[src/rtl/muller_c_sched.sv]
`default_nettype none
// ---------------------------------------------------------------------------
// muller_c_sched - round-robin arbiter and four-phase sequencer for one shared
// Muller C-element channel, with timeout and handshake counter.  Rev 1.0
// ---------------------------------------------------------------------------
module muller_c_sched #(
  parameter int NREQ    = 4,
  parameter int TIMEOUT = 15,
  parameter int CNT_W   = 16
) (
  input  logic             clock,
  input  logic             reset_n,
  input  logic [NREQ-1:0]  req,
  output logic [NREQ-1:0]  grant,
  output logic             c_a,
  output logic             c_b,
  input  logic             c_q,
  output logic             busy,
  output logic             done,
  output logic             err,
  output logic [CNT_W-1:0] hs_count
);

  localparam int PTR_W = (NREQ > 1) ? $clog2(NREQ) : 1;
  localparam int TMR_W = (TIMEOUT > 0) ? $clog2(TIMEOUT + 1) : 1;
  localparam logic [TMR_W-1:0] TMR_MAX = TMR_W'(TIMEOUT);

  typedef enum logic [2:0] {
    S_IDLE = 3'd0,
    S_RISE = 3'd1,
    S_FALL = 3'd2,
    S_DONE = 3'd3,
    S_ERR  = 3'd4
  } state_t;

  state_t            state_q, state_d;
  logic              meta_q;
  logic              q_s_q;
  logic [NREQ-1:0]   req_q;
  logic [PTR_W-1:0]  ptr_q, ptr_d;
  logic [PTR_W-1:0]  gidx_q, gidx_d;
  logic [TMR_W-1:0]  timer_q, timer_d;
  logic [NREQ-1:0]   grant_q, grant_d;
  logic              c_a_q, c_a_d;
  logic              done_q, done_d;
  logic              err_q, err_d;
  logic [CNT_W-1:0]  hs_count_q, hs_count_d;

  logic              win_found;
  logic [PTR_W-1:0]  win_idx;

  // (base + off) mod NREQ, valid for base < NREQ and off < NREQ
  function automatic logic [PTR_W-1:0] wrap_add(input logic [PTR_W-1:0] base, input int off);
    int sum;
    sum = int'(base) + off;
    if (sum >= NREQ) sum = sum - NREQ;
    return sum[PTR_W-1:0];
  endfunction

  // Scan from highest to lowest offset so the nearest requester to ptr wins
  always_comb begin
    win_found = 1'b0;
    win_idx   = ptr_q;
    for (int k = NREQ - 1; k >= 0; k--) begin
      if (req_q[wrap_add(ptr_q, k)]) begin
        win_found = 1'b1;
        win_idx   = wrap_add(ptr_q, k);
      end
    end
  end

  always_comb begin
    state_d    = state_q;
    ptr_d      = ptr_q;
    gidx_d     = gidx_q;
    timer_d    = timer_q;
    hs_count_d = hs_count_q;

    case (state_q)
      S_IDLE: begin
        // A high q_s means the channel is not quiescent yet
        if (win_found && !q_s_q) begin
          gidx_d  = win_idx;
          timer_d = '0;
          state_d = S_RISE;
        end
      end
      S_RISE: begin
        if (q_s_q) begin
          timer_d = '0;
          state_d = S_FALL;
        end else if (timer_q == TMR_MAX) begin
          state_d = S_ERR;
        end else begin
          timer_d = timer_q + 1'b1;
        end
      end
      S_FALL: begin
        if (!q_s_q) begin
          state_d    = S_DONE;
          hs_count_d = hs_count_q + 1'b1;
        end else if (timer_q == TMR_MAX) begin
          state_d = S_ERR;
        end else begin
          timer_d = timer_q + 1'b1;
        end
      end
      S_DONE: begin
        ptr_d   = wrap_add(gidx_q, 1);
        state_d = S_IDLE;
      end
      S_ERR: begin
        ptr_d   = wrap_add(gidx_q, 1);
        state_d = S_IDLE;
      end
      default: state_d = S_IDLE;
    endcase

    // Registered outputs follow the next state so they change on the transition edge
    grant_d = '0;
    if (state_d != S_IDLE) grant_d[gidx_d] = 1'b1;
    c_a_d  = (state_d == S_RISE);
    done_d = (state_d == S_DONE);
    err_d  = (state_d == S_ERR);
  end

  always_ff @(posedge clock or negedge reset_n) begin
    if (!reset_n) begin
      state_q    <= S_IDLE;
      meta_q     <= 1'b0;
      q_s_q      <= 1'b0;
      req_q      <= '0;
      ptr_q      <= '0;
      gidx_q     <= '0;
      timer_q    <= '0;
      grant_q    <= '0;
      c_a_q      <= 1'b0;
      done_q     <= 1'b0;
      err_q      <= 1'b0;
      hs_count_q <= '0;
    end else begin
      state_q    <= state_d;
      meta_q     <= c_q;
      q_s_q      <= meta_q;
      req_q      <= req;
      ptr_q      <= ptr_d;
      gidx_q     <= gidx_d;
      timer_q    <= timer_d;
      grant_q    <= grant_d;
      c_a_q      <= c_a_d;
      done_q     <= done_d;
      err_q      <= err_d;
      hs_count_q <= hs_count_d;
    end
  end

  assign grant    = grant_q;
  assign c_a      = c_a_q;
  assign c_b      = c_a_q;
  assign busy     = (state_q != S_IDLE);
  assign done     = done_q;
  assign err      = err_q;
  assign hs_count = hs_count_q;

endmodule
`default_nettype wire

[config.mk]
export PLATFORM = sky130hd
export DESIGN_NAME = muller_c_sched
export DESIGN_NICKNAME = d
export VERILOG_FILES = /design/src/rtl/muller_c_sched.sv
export SDC_FILE = /design/constraint.sdc
export NUM_CORES = 1
export LEC_CHECK = 0
export BUFFER_PORTS_ARGS = -buffer_cell sky130_fd_sc_hd__buf_2
export CORE_ASPECT_RATIO = 0.6
export CORE_UTILIZATION = 55
export DETAILED_ROUTE_END_ITERATION = 6
export GPL_ROUTABILITY_DRIVEN = 0
export PLACE_DENSITY = 0.78
export SETUP_SLACK_MARGIN = 0.3
export SKIP_LAST_GASP = 1
export SLEW_MARGIN = 20
export SYNTH_ARGS = -nofsm -noshare
export SYNTH_HDL_FRONTEND = slang
export SYNTH_SLANG_ARGS = --single-unit
[constraint.sdc]
create_clock -name clock -period 2 [get_ports clock]
set_input_delay 0.2 -clock clock [delete_from_list [all_inputs] [get_ports clock]]
set_output_delay 0.2 -clock clock [all_outputs]
set_load 0.03 [all_outputs]
==> impl_results.rst, run 1 <==
.. list-table::
   :header-rows: 1

   * - Metric
     - Value
   * - Status
     - complete, no violations
   * - Final core utilization
     - 72.3%
   * - Pre-Repair DR Iteration Count
     - 4
   * - Non-Filler Cell Area, Final
     - 2360 um2
   * - Die width
     - 77.4 um
   * - Number of design rule violations left after detail routing
     - 0
   * - Overall routed net length
     - 4210 um
   * - All-Layer GR Usage
     - 24.1%
   * - Via count of the first global-routing pass
     - 1341
   * - Clock tree from TritonCTS
     - yes
   * - Detail Route Antenna Nets
     - 0
   * - Total negative slack for setup checks
     - 0 ns
   * - Total grt overflow
     - 0
   * - Worst rel slew slack
     - 42.8%
   * - Actual slew at the worst max-slew pin
     - 0.858 ns
   * - Async set-or-reset flop fraction in the synthesized netlist
     - 100%
   * - Post-synth EDFFs
     - 0
   * - Critical path start-end classification
     - reg -> reg
   * - Final period utilization
     - 86.8%
   * - Via count
     - 1555
   * - Flop-to-flop setup slack
     - 0.26 ns
   * - Area of the die
     - 3660 um2
   * - Pwr Density
     - 1060 nW/um2
   * - Total power
     - 2500 uW
   * - RSZ-0062 raised after global routing
     - yes
   * - Sort of element at the start of the critical path
     - flip-flop
   * - Fin. max-slew vios
     - 0
   * - Filler Cell Count
     - 230
   * - Sequential area share after synthesis
     - 53.3%
   * - CP max stage delay
     - 0.54 ns
   * - Hold Vio Cnt, Final
     - 0
   * - Fraction of final layout cells with drive strength greater than 1
     - 35.1%
   * - Capturing point of the worst reg2reg path
     - grant[3]$_DFF_PN0_
   * - Synth Flop Type
     - sky130_fd_sc_hd__dfrtp_1
   * - Ant diodes
     - 0
   * - Number of antenna violations at the first check in global routing
     - 0
   * - Number of clock sinks
     - 40
   * - Clock skew
     - 0.00829 ns
   * - Area added between synthesis and finish
     - 25.7%
   * - Cell count after placement
     - 254
   * - Share of the synthesized area in the top cell type
     - 53.3%
   * - Core Box Area
     - 3260 um2
   * - Number of buffers inserted during clock tree synthesis
     - 5
   * - Worst min-delay path class
     - in -> async
   * - Clk Latency, worst-skew pair
     - 0.28 ns
   * - Leak Pwr
     - 0.00114 uW
   * - Summed instance area of the synthesized netlist
     - 1880 um2
   * - Clock edge transition at the registers on the reported setup and hold paths
     - 0.07 ns
   * - Root buffer cell
     - sky130_fd_sc_hd__clkbuf_8
   * - Highest-delay cell along the critical path
     - sky130_fd_sc_hd__or4_4
   * - Start point of the critical path
     - q_s_q$_DFF_PN0_
   * - Yosys cell types
     - 45
   * - Part of the total power dissipated in the clock network
     - 19.1%
   * - Post-synthesis average cell area
     - 10.5 um2
   * - Number of instances in the synthesized netlist
     - 178
   * - Power share of the sequential group
     - 45.1%
   * - Req. time, crit path
     - 2.20 ns
   * - Library cell with the largest summed area after synthesis
     - sky130_fd_sc_hd__dfrtp_1
   * - Leading post-synthesis cells by cell area
     - sky130_fd_sc_hd__dfrtp_1 (53%), sky130_fd_sc_hd__xnor2_1 (3.7%), sky130_fd_sc_hd__xor2_1 (3.7%)
   * - Critical path data arrival time
     - 1.93 ns
   * - Combinational power share
     - 35.8%
   * - Maximum root-to-sink buffer count
     - 2
   * - Net count of the finished layout
     - 234
   * - First-pass GRT wire length
     - 6410 um
   * - Die height
     - 47.3 um
   * - DRT iter0 DRCs
     - 236
   * - Flip-flop and latch count after synthesis
     - 40
   * - Cell with the most instances after synthesis
     - sky130_fd_sc_hd__dfrtp_1
   * - Minimum period implied by the final worst setup slack
     - 1.74 ns
   * - Std cell rows
     - 16
   * - Vias/cell
     - 5.76
   * - Total number of H-tree levels
     - 2
   * - Max Clock Freq
     - 0.576 GHz
   * - Switching fraction of total power
     - 37.9%
   * - Net count after synthesis
     - 187
   * - HPWL after detailed placement
     - 2860 um
   * - Depth of the worst register-to-register path
     - 4
   * - Finish-stage setup viols
     - 0
   * - Maximum number of pins on one net before global-route repair
     - 41
   * - List of cells traversed by the critical path
     - or4_4 > or2_4 > o31a_1 > a211oi_2
   * - Worst setup EP type
     - flip-flop
   * - Synth top cells by count
     - sky130_fd_sc_hd__dfrtp_1 (40), sky130_fd_sc_hd__nand2_1 (14), sky130_fd_sc_hd__a21oi_1 (10), sky130_fd_sc_hd__nor2_1 (10)
   * - Count of synthesis-stage warnings from yosys
     - 0
   * - Buffers on Ports
     - 31
   * - Maximum resistive drop on vdd
     - 0.000934 V
   * - Post-detailed-placement cell area
     - 2110 um2
   * - Crit-path max FO
     - 3
   * - Internal Pwr Total
     - 1550 uW
   * - Startpoint of the worst register-to-register path
     - q_s_q$_DFF_PN0_
   * - Routed wire length per instance
     - 15.6 um
   * - Net switching component of the power
     - 949 uW
   * - IO Count
     - 32
   * - Layout Cells excl Fill
     - 270
   * - Number of max-capacitance violations reported
     - 0
   * - Starting density of the core
     - 57.5%
   * - Cts hold-fix bufs
     - 0
## logic make-up after synthesis
logic type / share of synthesized area [%]
simple gates: 21.0
fa+ha+maj: 1.33
flops: 53.3
mux: 1.13
buf+inv: 2.87
xor+xnor: 7.47
compound gates: 12.9
## worst max path at each step
stage                                          end  depth (start not counted)
after floorplan                 grant[0]$_DFF_PN0_                          4
after global placement          grant[2]$_DFF_PN0_                          4
after detailed placement    timer_q[3]$_DFFE_PN0P_                          5
after CTS                       grant[3]$_DFF_PN0_                          4
after global routing      hs_count[15]$_DFFE_PN0P_                          6
final                           grant[3]$_DFF_PN0_                          4
## power groups by stage
stage               Clock (uW)  Sequential [uW]  Combinational, uW
floorplan                    0             1250                419
global placement             0             1120                752
detailed placement           0             1130                791
CTS                        494             1120                823
global route               531             1150                970
finish                     479             1130                896
## through the flow
step                      worst slack (ns)  hold slack, ns
final                                0.263          0.0233
after global routing                 0.178          0.0153
after CTS                            0.259          0.0158
after detailed placement             0.188           0.309
after global placement               0.253           0.308
after floorplan                      0.280         -0.0956
## worst max-delay path: cells and delay by family, from the launching register on
family             cells  cell delay (ns)
AOI/OAI and AO/OA      2             0.46
and+or+nand+nor        2             0.80
DFF                    1             0.39
## state kept, by name, indices dropped and copies added (netlist names)
| name | flops |
|---|---|
| gidx_q | 2 |
| req_q | 4 |
| c_a | 1 |
| meta_q | 1 |
| ptr_q | 2 |
| timer_q | 4 |
| hs_count | 16 |
| grant | 4 |
| q_s_q | 1 |
| err | 1 |
| done | 1 |
| state_q | 3 |
## placed cells by master, fill, tap and decap left out, types with 3 or more instances in the layout
cell,count
sky130_fd_sc_hd__clkbuf_8,5
sky130_fd_sc_hd__nand2b_1,3
sky130_fd_sc_hd__xnor2_1,8
sky130_fd_sc_hd__dfrtp_1,38
sky130_fd_sc_hd__and3_1,5
sky130_fd_sc_hd__nor2b_1,4
sky130_fd_sc_hd__nor2_1,8
sky130_fd_sc_hd__a21oi_1,9
sky130_fd_sc_hd__buf_2,31
sky130_fd_sc_hd__nand4_1,3
sky130_fd_sc_hd__xor2_1,8
sky130_fd_sc_hd__nor3_1,4
sky130_fd_sc_hd__o31ai_1,3
sky130_fd_sc_hd__nand2_1,14
sky130_fd_sc_hd__nor3_2,4
sky130_fd_sc_hd__nand3_1,6
sky130_fd_sc_hd__inv_1,7
sky130_fd_sc_hd__o21ai_0,4
sky130_fd_sc_hd__buf_4,15
sky130_fd_sc_hd__nor4_1,3
## timing repair
item / CTS / global route
buffers inserted: 2 / 7
resized for setup: 8 / 16
endpoints found under the setup margin: 8 / 17
pin swaps: 0 / 6
## layout make-up
type | instances | area (um2) | area share (%)
flip-flops and latches | 40 | 1000 | 42.5
multi-input cells | 125 | 927 | 39.3
repair buffers | 46 | 268 | 11.4
clock buffers | 6 | 72.6 | 3.08
well taps | 45 | 56.3 | 2.39
inverters | 7 | 26.3 | 1.11
clock inverters | 1 | 5.00 | 0.212
## routing by layer
metal	share of wire, %	global-route usage [%]	vias to the layer above
met5	0	0	-
met4	1.9	8.68	0
met3	7.7	6.41	12
met2	46	38.9	86
met1	44	32.3	724
li1	-	-	733
(Power assumes the default switching activity.)
==> run 2: changes to the inputs <==
- REMOVE_ABC_BUFFERS: unset -> 1
==> impl_results.rst, run 2 (synthesis results as in run 1) <==
.. list-table::
   :header-rows: 1

   * - Metric
     - Value
   * - Status
     - complete, no violations (unchanged)
   * - Maximum root-to-sink buffer count
     - 2 (unchanged)
   * - Leak Pwr
     - 0.00111 uW (was 0.00114 uW)
   * - Pre-Repair DR Iteration Count
     - 4 (unchanged)
   * - Minimum period implied by the final worst setup slack
     - 1.76 ns (was 1.74 ns)
   * - Sort of element at the start of the critical path
     - flip-flop (unchanged)
   * - Finish-stage setup viols
     - 0 (unchanged)
   * - Critical path data arrival time
     - 1.97 ns (was 1.93 ns)
   * - Depth of the worst register-to-register path
     - 4 (unchanged)
   * - Max FFs per register
     - 16 (unchanged)
   * - Via count of the first global-routing pass
     - 1301 (was 1341)
   * - Filler Cell Count
     - 227 (was 230)
   * - Area added between synthesis and finish
     - 23.7% (was 25.7%)
   * - Worst rel slew slack
     - 43.1% (was 42.8%)
   * - Highest-count cells in the layout ignoring fill and taps
     - sky130_fd_sc_hd__dfrtp_1 (39), sky130_fd_sc_hd__buf_2 (31), sky130_fd_sc_hd__nand2_1 (14) (was sky130_fd_sc_hd__dfrtp_1 (38), sky130_fd_sc_hd__buf_2 (31), sky130_fd_sc_hd__buf_4 (15))
   * - Detail Route Antenna Nets
     - 0 (unchanged)
   * - Total negative slack for setup checks
     - 0 ns (unchanged)
   * - Total number of H-tree levels
     - 2 (unchanged)
   * - Root buffer cell
     - sky130_fd_sc_hd__clkbuf_8 (unchanged)
   * - HPWL after detailed placement
     - 2790 um (was 2860 um)
   * - Number of design rule violations left after detail routing
     - 0 (unchanged)
   * - Total power
     - 2500 uW (about the same)
   * - All-Layer GR Usage
     - 22.8% (was 24.1%)
   * - First-pass GRT wire length
     - 6100 um (was 6410 um)
   * - Fraction of final layout cells with drive strength greater than 1
     - 32.0% (was 35.1%)
   * - RSZ-0062 raised after global routing
     - yes (unchanged)
   * - Crit-path max FO
     - 3 (unchanged)
   * - Maximum number of pins on one net before global-route repair
     - 41 (unchanged)
   * - IO Count
     - 32 (unchanged)
   * - Clk Latency, worst-skew pair
     - 0.28 ns (about the same)
   * - Max Clock Freq
     - 0.567 GHz (was 0.576 GHz)
   * - Final core utilization
     - 71.2% (was 72.3%)
   * - Fin. max-slew vios
     - 0 (unchanged)
   * - Die width
     - 77.4 um (unchanged)
   * - Clock skew
     - 0.00468 ns (was 0.00829 ns)
   * - Actual slew at the worst max-slew pin
     - 0.854 ns (was 0.858 ns)
   * - Starting density of the core
     - 57.5% (unchanged)
   * - Commonest non-fill, non-tap cell in the layout
     - sky130_fd_sc_hd__dfrtp_1 (unchanged)
   * - List of cells traversed by the critical path
     - or4_4 > or2_4 > o31a_1 > a211oi_2 (unchanged)
   * - Via count
     - 1526 (was 1555)
   * - Critical path start-end classification
     - reg -> reg (unchanged)
   * - Pwr Density
     - 1070 nW/um2 (was 1060 nW/um2)
   * - Global routing usage on met1
     - 31.6% (was 32.3%)
   * - Capturing point of the worst reg2reg path
     - grant[1]$_DFF_PN0_ (was grant[3]$_DFF_PN0_)
   * - CP max stage delay
     - 0.55 ns (was 0.54 ns)
   * - Std cell rows
     - 16 (unchanged)
   * - Cell family with most CP delay
     - simple AND/OR/NAND/NOR gates (unchanged)
   * - Total grt overflow
     - 0 (unchanged)
   * - Number of max-capacitance violations reported
     - 0 (unchanged)
   * - Net count of the finished layout
     - 231 (was 234)
   * - Overall routed net length
     - 4170 um (was 4210 um)
   * - Flop-to-flop setup slack
     - 0.24 ns (was 0.26 ns)
   * - Die height
     - 47.3 um (unchanged)
   * - Buffer and inverter count on the worst path
     - 0 (unchanged)
   * - Number of antenna violations at the first check in global routing
     - 0 (unchanged)
   * - Ant diodes
     - 0 (unchanged)
   * - Number of clock sinks
     - 40 (unchanged)
   * - Hold Vio Cnt, Final
     - 0 (unchanged)
   * - Area of the die
     - 3660 um2 (unchanged)
   * - Startpoint of the worst register-to-register path
     - state_q[1]$_DFF_PN0_ (was q_s_q$_DFF_PN0_)
   * - Met3 global-route usage
     - 5.83% (was 6.41%)
   * - Maximum resistive drop on vdd
     - 0.000748 V (was 0.000934 V)
   * - Clock edge transition at the registers on the reported setup and hold paths
     - 0.07 ns (about the same)
   * - Final period utilization
     - 88.2% (was 86.8%)
   * - Clock tree from TritonCTS
     - yes (unchanged)
   * - Req. time, crit path
     - 2.20 ns (about the same)
   * - Buffers on Ports
     - 31 (unchanged)
   * - Met2 usage
     - 35.2% (was 38.9%)
   * - Highest-delay cell along the critical path
     - sky130_fd_sc_hd__or4_4 (unchanged)
   * - Number of buffers inserted during clock tree synthesis
     - 5 (unchanged)
   * - Worst min-delay path class
     - in -> async (unchanged)
   * - Routed wire length per instance
     - 15.6 um (about the same)
   * - Worst setup EP type
     - flip-flop (unchanged)
   * - DRT iter0 DRCs
     - 127 (was 236)
   * - Vias/cell
     - 5.72 (was 5.76)
   * - Core Box Area
     - 3260 um2 (unchanged)
   * - Most crowded layer after global routing
     - met2 (unchanged)
run 2: changes by cell type in the layout (fill, tap and decap cells not counted), sizes merged:
cell and delta:
buf -3
run 2: metal layers:
layer | share of wire, % | vias up | wire length (um)
met2 | 46 | 52 | 1920
met4 | 1.5 | 0 | 63
met5 | 0 | - | 0
met3 | 5.7 | 9 | 236
li1 | - | 730 | -
met1 | 47 | 735 | 1950
run 2: layout make-up:
| cell class | instances | area, um2 | area share [%] |
|---|---|---|---|
| repair buffers | 43 | 253 | 10.9 |
| well taps | 45 | 56.3 | 2.42 |
| flip-flops and latches | 40 | 1000 | 43.2 |
| clock inverters | 1 | 5.00 | 0.216 |
| multi-input cells | 125 | 907 | 39.1 |
| clock buffers | 6 | 72.6 | 3.12 |
| inverters | 7 | 26.3 | 1.13 |
run 2: report_power, final:
group	internal, uW	switching (uW)	leakage (uW)
combinational	352	524	0.000551
sequential	960	170	0.000520
clock	237	253	0.0000410
run 2: stage by stage:
stage	instances	hold WS, ns	worst slack, ns	area [um2]
detailed placement	254	0.309	0.152	2110
global placement	254	0.308	0.242	2110
CTS	262	0.0139	0.247	2210
finish	267	0.0207	0.236	2320
floorplan	172	-0.0956	0.151	1850
global route	267	0.00855	0.192	2320
run 2: worst max-delay path by stage:
stage                                    start            endpoint  slack (ns)  cells after the start
after floorplan                q_s_q$_DFF_PN0_  grant[1]$_DFF_PN0_        0.15                      4
after detailed placement       q_s_q$_DFF_PN0_  grant[1]$_DFF_PN0_        0.15                      4
after global routing      state_q[1]$_DFF_PN0_  grant[1]$_DFF_PN0_        0.19                      4
final                     state_q[1]$_DFF_PN0_  grant[1]$_DFF_PN0_        0.24                      4
after CTS                 state_q[1]$_DFF_PN0_  grant[2]$_DFF_PN0_        0.25                      4
after global placement         q_s_q$_DFF_PN0_  grant[3]$_DFF_PN0_        0.24                      4
run 2: worst reg2reg max path, cell delays in order, from the launching register on:
cell                       delay, ns
sky130_fd_sc_hd__dfrtp_1        0.39
sky130_fd_sc_hd__or4_4          0.55
sky130_fd_sc_hd__or2_4          0.29
sky130_fd_sc_hd__o31a_1         0.29
sky130_fd_sc_hd__a211oi_2       0.16
run 2: repair_timing:
action / in CTS / in global routing
setup buffers: 1 / 5
gates resized for setup: 6 / 15
setup endpoints to repair: 7 / 17
hold buffers: 0 / 0
pin swaps: 3 / 3
